[src/rtl/patbuf_write_arbiter.sv]
// Pattern buffer write-port arbiter: shares one write port between single-field
// writes from the PAT core and full-pattern bursts from the loader. PAT and the
// loader alternate on the port when both want it in the same cycle.
module patbuf_write_arbiter #(
    parameter int unsigned BUF_WIDTH   = 8,
    parameter int unsigned NO_FIELDS   = 22,
    parameter int unsigned NO_BUFS     = 8,
    parameter int unsigned BUF_PTR_W   = (NO_BUFS > 1) ? $clog2(NO_BUFS) : 1,
    parameter int unsigned FIELD_PTR_W = (NO_FIELDS > 1) ? $clog2(NO_FIELDS) : 1
) (
    input  logic                   clk,
    input  logic                   rst,
    input  logic                   pat_req,
    input  logic [BUF_PTR_W-1:0]   pat_buf,
    input  logic [FIELD_PTR_W-1:0] pat_field,
    input  logic [BUF_WIDTH-1:0]   pat_data,
    output logic                   pat_gnt,
    output logic                   pat_err,
    input  logic                   ld_start,
    input  logic [BUF_PTR_W-1:0]   ld_buf,
    input  logic                   ld_valid,
    input  logic [BUF_WIDTH-1:0]   ld_data,
    output logic                   ld_ready,
    output logic                   ld_busy,
    output logic                   ld_done,
    output logic [BUF_PTR_W-1:0]   bufp_out,
    output logic [FIELD_PTR_W-1:0] fieldwp_out,
    output logic [BUF_WIDTH-1:0]   field_in_out,
    output logic                   field_write_out
);

    typedef enum logic [1:0] {StIdle, StLoad, StDone} state_e;

    localparam logic [FIELD_PTR_W-1:0] LastField = FIELD_PTR_W'(NO_FIELDS - 1);

    state_e                 state_q, state_d;
    logic [FIELD_PTR_W-1:0] cnt_q, cnt_d;
    logic [BUF_PTR_W-1:0]   ld_buf_q, ld_buf_d;
    logic                   prio_pat_q, prio_pat_d;
    logic                   ld_acc;
    logic                   pat_field_ok;

    // Grants: outside LOAD the PAT side owns the port; inside LOAD prio_pat breaks ties.
    assign pat_gnt      = pat_req && ((state_q != StLoad) || !ld_valid || prio_pat_q);
    assign ld_ready     = (state_q == StLoad) && !(pat_req && prio_pat_q);
    assign ld_acc       = ld_valid && ld_ready;
    assign pat_field_ok = 32'(pat_field) < NO_FIELDS;

    // Burst FSM, field counter, latched target buffer and fairness toggle.
    always_comb begin
        state_d    = state_q;
        cnt_d      = cnt_q;
        ld_buf_d   = ld_buf_q;
        prio_pat_d = prio_pat_q;
        unique case (state_q)
            StIdle: begin
                if (ld_start) begin
                    ld_buf_d = ld_buf;
                    cnt_d    = '0;
                    state_d  = StLoad;
                end
            end
            StLoad: begin
                // Only a contended cycle flips priority.
                if (pat_req && ld_valid) begin
                    prio_pat_d = !prio_pat_q;
                end
                if (ld_acc) begin
                    if (cnt_q == LastField) begin
                        state_d = StDone;
                    end else begin
                        cnt_d = cnt_q + 1'b1;
                    end
                end
            end
            StDone: state_d = StIdle;
            default: state_d = StIdle;
        endcase
    end

    // State registers with synchronous reset.
    always_ff @(posedge clk) begin
        if (rst) begin
            state_q    <= StIdle;
            cnt_q      <= '0;
            ld_buf_q   <= '0;
            prio_pat_q <= 1'b1;
        end else begin
            state_q    <= state_d;
            cnt_q      <= cnt_d;
            ld_buf_q   <= ld_buf_d;
            prio_pat_q <= prio_pat_d;
        end
    end

    // Registered write port and status; pointers/data hold when no write happens.
    always_ff @(posedge clk) begin
        if (rst) begin
            bufp_out        <= '0;
            fieldwp_out     <= '0;
            field_in_out    <= '0;
            field_write_out <= 1'b0;
            pat_err         <= 1'b0;
            ld_busy         <= 1'b0;
            ld_done         <= 1'b0;
        end else begin
            field_write_out <= 1'b0;
            pat_err         <= 1'b0;
            if (pat_gnt) begin
                // Out-of-range field: consume the request but drop the write.
                if (pat_field_ok) begin
                    bufp_out        <= pat_buf;
                    fieldwp_out     <= pat_field;
                    field_in_out    <= pat_data;
                    field_write_out <= 1'b1;
                end else begin
                    pat_err <= 1'b1;
                end
            end else if (ld_acc) begin
                bufp_out        <= ld_buf_q;
                fieldwp_out     <= cnt_q;
                field_in_out    <= ld_data;
                field_write_out <= 1'b1;
            end
            ld_busy <= (state_d != StIdle);
            ld_done <= (state_d == StDone);
        end
    end

endmodule
[config.mk]
export PLATFORM = sky130hd
export DESIGN_NAME = patbuf_write_arbiter
export DESIGN_NICKNAME = d
export VERILOG_FILES = /design/src/rtl/patbuf_write_arbiter.sv
export SDC_FILE = /design/constraint.sdc
export NUM_CORES = 1
export LEC_CHECK = 0
export ABC_AREA = 1
export BUFFER_PORTS_ARGS = -buffer_cell sky130_fd_sc_hd__buf_2
export CAP_MARGIN = 20
export CORE_MARGIN = 3
export CORE_UTILIZATION = 53
export CTS_BUF_LIST = sky130_fd_sc_hd__clkbuf_16
export DETAILED_ROUTE_END_ITERATION = 16
export GPL_TIMING_DRIVEN = 1
export PLACE_DENSITY = 0.9
export SLEW_MARGIN = 20
export SYNTH_ARGS = -nofsm -noshare
export SYNTH_HDL_FRONTEND = slang
export SYNTH_SLANG_ARGS = --single-unit
export TNS_END_PERCENT = 5
[constraint.sdc]
create_clock -name clk -period 2.3 [get_ports clk]
set_input_delay 0 -clock clk [delete_from_list [all_inputs] [get_ports clk]]
set_output_delay 0 -clock clk [all_outputs]
set_load 0.01 [all_outputs]
# ---- Yosys cells after proc, flatten, opt, wreduce, memory -nomap -nowiden
# Index checks and enable logic that the tools add are counted.
dict set report word_totals {
  regBits 31
  input_bits 32
  output_inout_bits 22
  elab_cells 62
}
dict set report classes {
  n_addsub 1
  order_cmp 1
  eq_ne 8
  mux 21
  bitwise 1
  reduce_logical 19
}
# operator n
set ops {}
lappend ops {{5-bit 2-to-1 mux} 6}
lappend ops {{8-bit 2-to-1 mux} 3}
lappend ops {{5-bit case mux with 2 select lines} 1}
lappend ops {{3-bit 2-to-1 mux} 3}
lappend ops {{2-bit 2-to-1 mux} 3}
lappend ops {{2-bit != test (second input constant)} 3}
lappend ops {{2-bit AND reduction} 3}
lappend ops {{2-bit nonzero test} 3}
lappend ops {{5-bit by 1-bit adder with 5-bit output (second input constant)} 1}
lappend ops {{5-bit == test (second input constant)} 1}
lappend ops {{1-bit logical AND} 5}
lappend ops {{5-bit less-than comparator (second input constant)} 1}
lappend ops {{1-bit 2-to-1 mux} 4}
lappend ops {{2-bit by 1-bit != test with 1-bit output (second input constant)} 2}
lappend ops {{2-bit case mux with 2 select lines} 1}
lappend ops {{4-bit AND reduction} 1}
lappend ops {{1-bit zero test} 3}
lappend ops {{2-bit by 1-bit == test with 1-bit output (second input constant)} 1}
lappend ops {{2-bit == test (second input constant)} 1}
lappend ops {{2-bit zero test} 1}
lappend ops {{1-bit logical OR} 2}
lappend ops {{2-bit OR reduction} 1}
lappend ops {{1-bit inverter} 1}

# ---- Depth between registers and ports, before layout
dict set report depth {
  ltp_word 7
  depth_mapped 11
}

# ---- Worst setup path before layout
# OpenSTA, ideal clock, no wires.
dict set report synth_timing {
  path_type {register to register}
  from {reg state_q[0]}
  to {reg bufp_out[0]}
  setup_time_ns 0.113
  t_arrival_ns 1.163
  setup_slack_ns 1.024
  stages_incl_launch_ff 9
  n_path_buf 2
  synth_period_minus_slack_ns 1.276
  cell_sequence {dfxtp_1 -> nand2_4 -> nor2_4 -> nand2_2 -> and2_4 -> buf_6 -> buf_2 -> nand3_1 -> nand2_1}
}
dict set report synth_between {
  elab_chain_len 6
}
# item line
set synth_rtl {}
lappend synth_rtl {{start: declaration} 36} ;# state_e state_q, state_d;
lappend synth_rtl {{start signal: assignment} 84} ;# state_q <= StIdle;
lappend synth_rtl {{start signal: assignment} 89} ;# state_q <= state_d;
lappend synth_rtl {{2-bit by 1-bit != test with 1-bit output} 44} ;# assign pat_gnt = pat_req && ((state_q != StLoad) || !ld_valid || prio_pat_q);
lappend synth_rtl {{1-bit logical OR (2 in a row)} 44}
lappend synth_rtl {{1-bit logical AND} 44}
lappend synth_rtl {{2-bit by 1-bit != test with 1-bit output (no line) / 2-bit nonzero test (equally long branches)} --}
lappend synth_rtl {{2-bit AND reduction (no line)} --}
lappend synth_rtl {{end signal: assignment} 112} ;# bufp_out <= pat_buf;
lappend synth_rtl {{end signal: assignment} 120} ;# bufp_out <= ld_buf_q;
lappend synth_rtl {{end: declaration} 26} ;# output logic [BUF_PTR_W-1:0] bufp_out,
# Several ways; a longest one is shown, not always the timed one.
# A chain may end at the register's enable or synchronous reset.

# ---- Final worst setup path
dict set report layout_timing {
  from {reg state_q[0]}
  to {reg bufp_out[1]}
}
# The elaborated chain is that of the path after synthesis.

==> out/metrics.cfg <==
[power_and_ir_drop]
power_density_nw_per_um2=737.4
ir_drop_mv=0.7840
leakage_nw=1.045

[placement]
pre_cts_ws_ns=0.6710
placed_cells=297
port_buffers=53
place_congestion=0.8463
hpwl_um=2622

[grt]
grt-ovfl-total=0
grt_pass1_vias=1433
grtUsageTotal=0.2239
antenna_found_initial=0
grt_first_pass_wirelength_um=6003
grt_max_degree=22

[synthesis]
synth_seq_area_share=0.4052
synthArstFlopShare=0
synth_edf_count=0
synth-seq-cells=31
syn_area_um2=1531
synth_xor_area_frac=0
synthFlopType=dfxtp_1
synth_top_family_by_area=simple AND/OR/NAND/NOR gates
yosys.area_share.simple=0.4453
syn_avg_cell_area_um2=6.776
synth_cell_types=24
synth_mux_area_frac=0
synth_fp_nets=260
synth_compound_area_frac=0.05065
synth-adder-area-share=0.01634
synthCells=226
ys_warn_count=0

[critical_path]
r2r_start=state_q[0]
path_delay_family=simple AND/OR/NAND/NOR gates
worstSetupPathType=reg2reg
worst_setup_path_end_kind=flop
crit_path_max_incr_delay_ns=0.40
cp_common_cell=nand2_1
r2r_slack_ns=0.61
path_max_fanout=20
reg2reg_depth=7
worstPathArrival_ns=1.90
cp_slowest_cell=dfxtp_1
worst-path-buf-inv=0
crit_path_start_kind=flop
r2r-end=bufp_out[1]
crit_chain=nand2_4 > nor2_4 > nand2_2 > and2_4 > nor2_8 > nand2_1 > nand2_1
worst_ep_required_time_ns=2.51

[die]
rows=18
die_x_um=59.76
core-area_um2=2613
initial_utilization=0.5862
die_area_um2=3571
die_h_um=59.76
ios=54

[routing]
drtIter0Drc=110
viasPerCell=5.350
wl_um=3792
drc=0
vias=1637
ant_nets=0
routedWlPerCell_um=12.39
dr.pass1.iters=4

[clocking]
clkTransAtPathRegs_ns=0.05
numCtsBuffers=5
clock-root-buffer=clkbuf_16
postCtsSetupBuffers=0
clock_sink_count=31
clk_latency_ns=0.27
h-tree-depth=2
cts_tree=built
cts_buffer_depth=2

[timing]
slew-limit-headroom=0.5962
post-route-period-util=0.7352
setup_ws_ns=0.6091
setup_viol_count_final=0
worstMarginPinSlew_ns=0.6051
clock_skew_ns=0.001795
rsz0062_at_grt=false
finalMaxSlewViolations=0
timing.setup.tns_ns=0
finalHoldViolCount=1
clock.fmax_ghz=0.5914
worst_hold_slack_ns=-0.01187
period_minus_slack_ns=1.691

[min_path]
min_to=ld_buf_q[0]
whs_path_depth=3
worstHoldPathType=in2reg
worstHoldStart=ld_buf[0]

[cells_and_area]
areaGrowthSynthToFinish_pct=24.51
post-route-util=0.7299
drive_gt1_frac=0.2464
nets=309
antenna-diode-count=0
fin_cells=306

[status]
violations=negative hold slack
status=finished with violations

[flow_run]
drv_cap=0

-- layout by cell type (no fill, tap or decap), types with 3 or more instances in the layout --
master     count
a21oi_1        7
buf_2         53
clkbuf_16      5
clkinv_2       3
dfxtp_1       31
inv_1         13
nand2_1       87
nand3_1       37
nor2_1        16
nor3_1         3
o21ai_0        7
-- flip-flops by register name, summed over array words and instances (netlist names) --
register         flops
field_in_out         8
cnt_q                5
fieldwp_out          5
bufp_out             3
ld_buf_q             3
state_q              2
field_write_out      1
ld_busy              1
ld_done              1
pat_err              1
prio_pat_q           1
-- final cells by class --
type	count	area (um^2)
multi-input combinational	170	784.5
timing repair buffer	54	275.3
fill	208	705.7
inverter	13	48.80
sequential	31	620.6
clock buffer	5	125.1
tap	30	37.54
clock inverter	3	15.01
-- logic make-up (layout without fill, tap and decap cells) --
family | count (synthesis) | in the layout
simple gates | 153 | 153
fa+ha+maj | 2 | 2
compound gates | 15 | 15
buf+inv | 25 | 75
flops | 31 | 31
-- per-stage QoR --
step	power, mW	cell area [um^2]
after floorplan	0.7370	1531
after global routing	1.464	1907
after CTS	1.411	1907
after detailed placement	0.8020	1757
after global placement	0.7976	1757
final	1.406	1907
-- cell usage after synthesis, types with 3 or more instances --
cell type | n | area, um^2
nand3_1 | 37 | 185.2
nor3_1 | 3 | 15.01
buf_2 | 5 | 25.02
o21ai_0 | 7 | 35.03
nand2_1 | 87 | 326.6
dfxtp_1 | 31 | 620.6
inv_1 | 13 | 48.80
a21oi_1 | 7 | 35.03
nor2_1 | 16 | 60.06
-- worst max-delay path by stage --
stage / slack [ns] / startpoint / cells past startpoint / endpoint
finish: 0.61 / state_q[0] / 7 / bufp_out[1]
global route: 0.48 / state_q[0] / 7 / bufp_out[0]
detailed placement: 0.67 / state_q[0] / 7 / fieldwp_out[3]
CTS: 0.62 / state_q[0] / 7 / bufp_out[1]
global placement: 0.73 / state_q[0] / 7 / field_in_out[2]
floorplan: 1.02 / state_q[0] / 8 / bufp_out[0]
-- layer usage --
metal  vias to the layer above  track usage  wire (um)
met1                       735       0.2912       1640
met3                         4      0.04320        339
met5                         -            0          0
li1                        813            -          -
met2                        85       0.3565       1782
met4                         0       0.1013         29
-- where the power goes --
part / total (mW) / internal (mW) / switching [mW] / leakage (nW)
Combinational: 0.205 / 0.0795 / 0.126 / 0.718
Sequential: 0.592 / 0.570 / 0.0218 / 0.254
Clock: 0.609 / 0.393 / 0.216 / 0.0733
-- worst register-to-register path: stages (launching register included) --
cell and delay [ns]:
dfxtp_1 0.40, nand2_4 0.12, nor2_4 0.10, nand2_2 0.25, and2_4 0.35, nor2_8 0.23
nand2_1 0.11, nand2_1 0.08
-- repair_timing --
action	CTS	global route
hold buffers	1	0
endpoints found under the setup margin	0	0
gates resized for setup	0	0
hold endpoints to repair	1	0
Note: power is estimated with default switching activity, not from simulation.
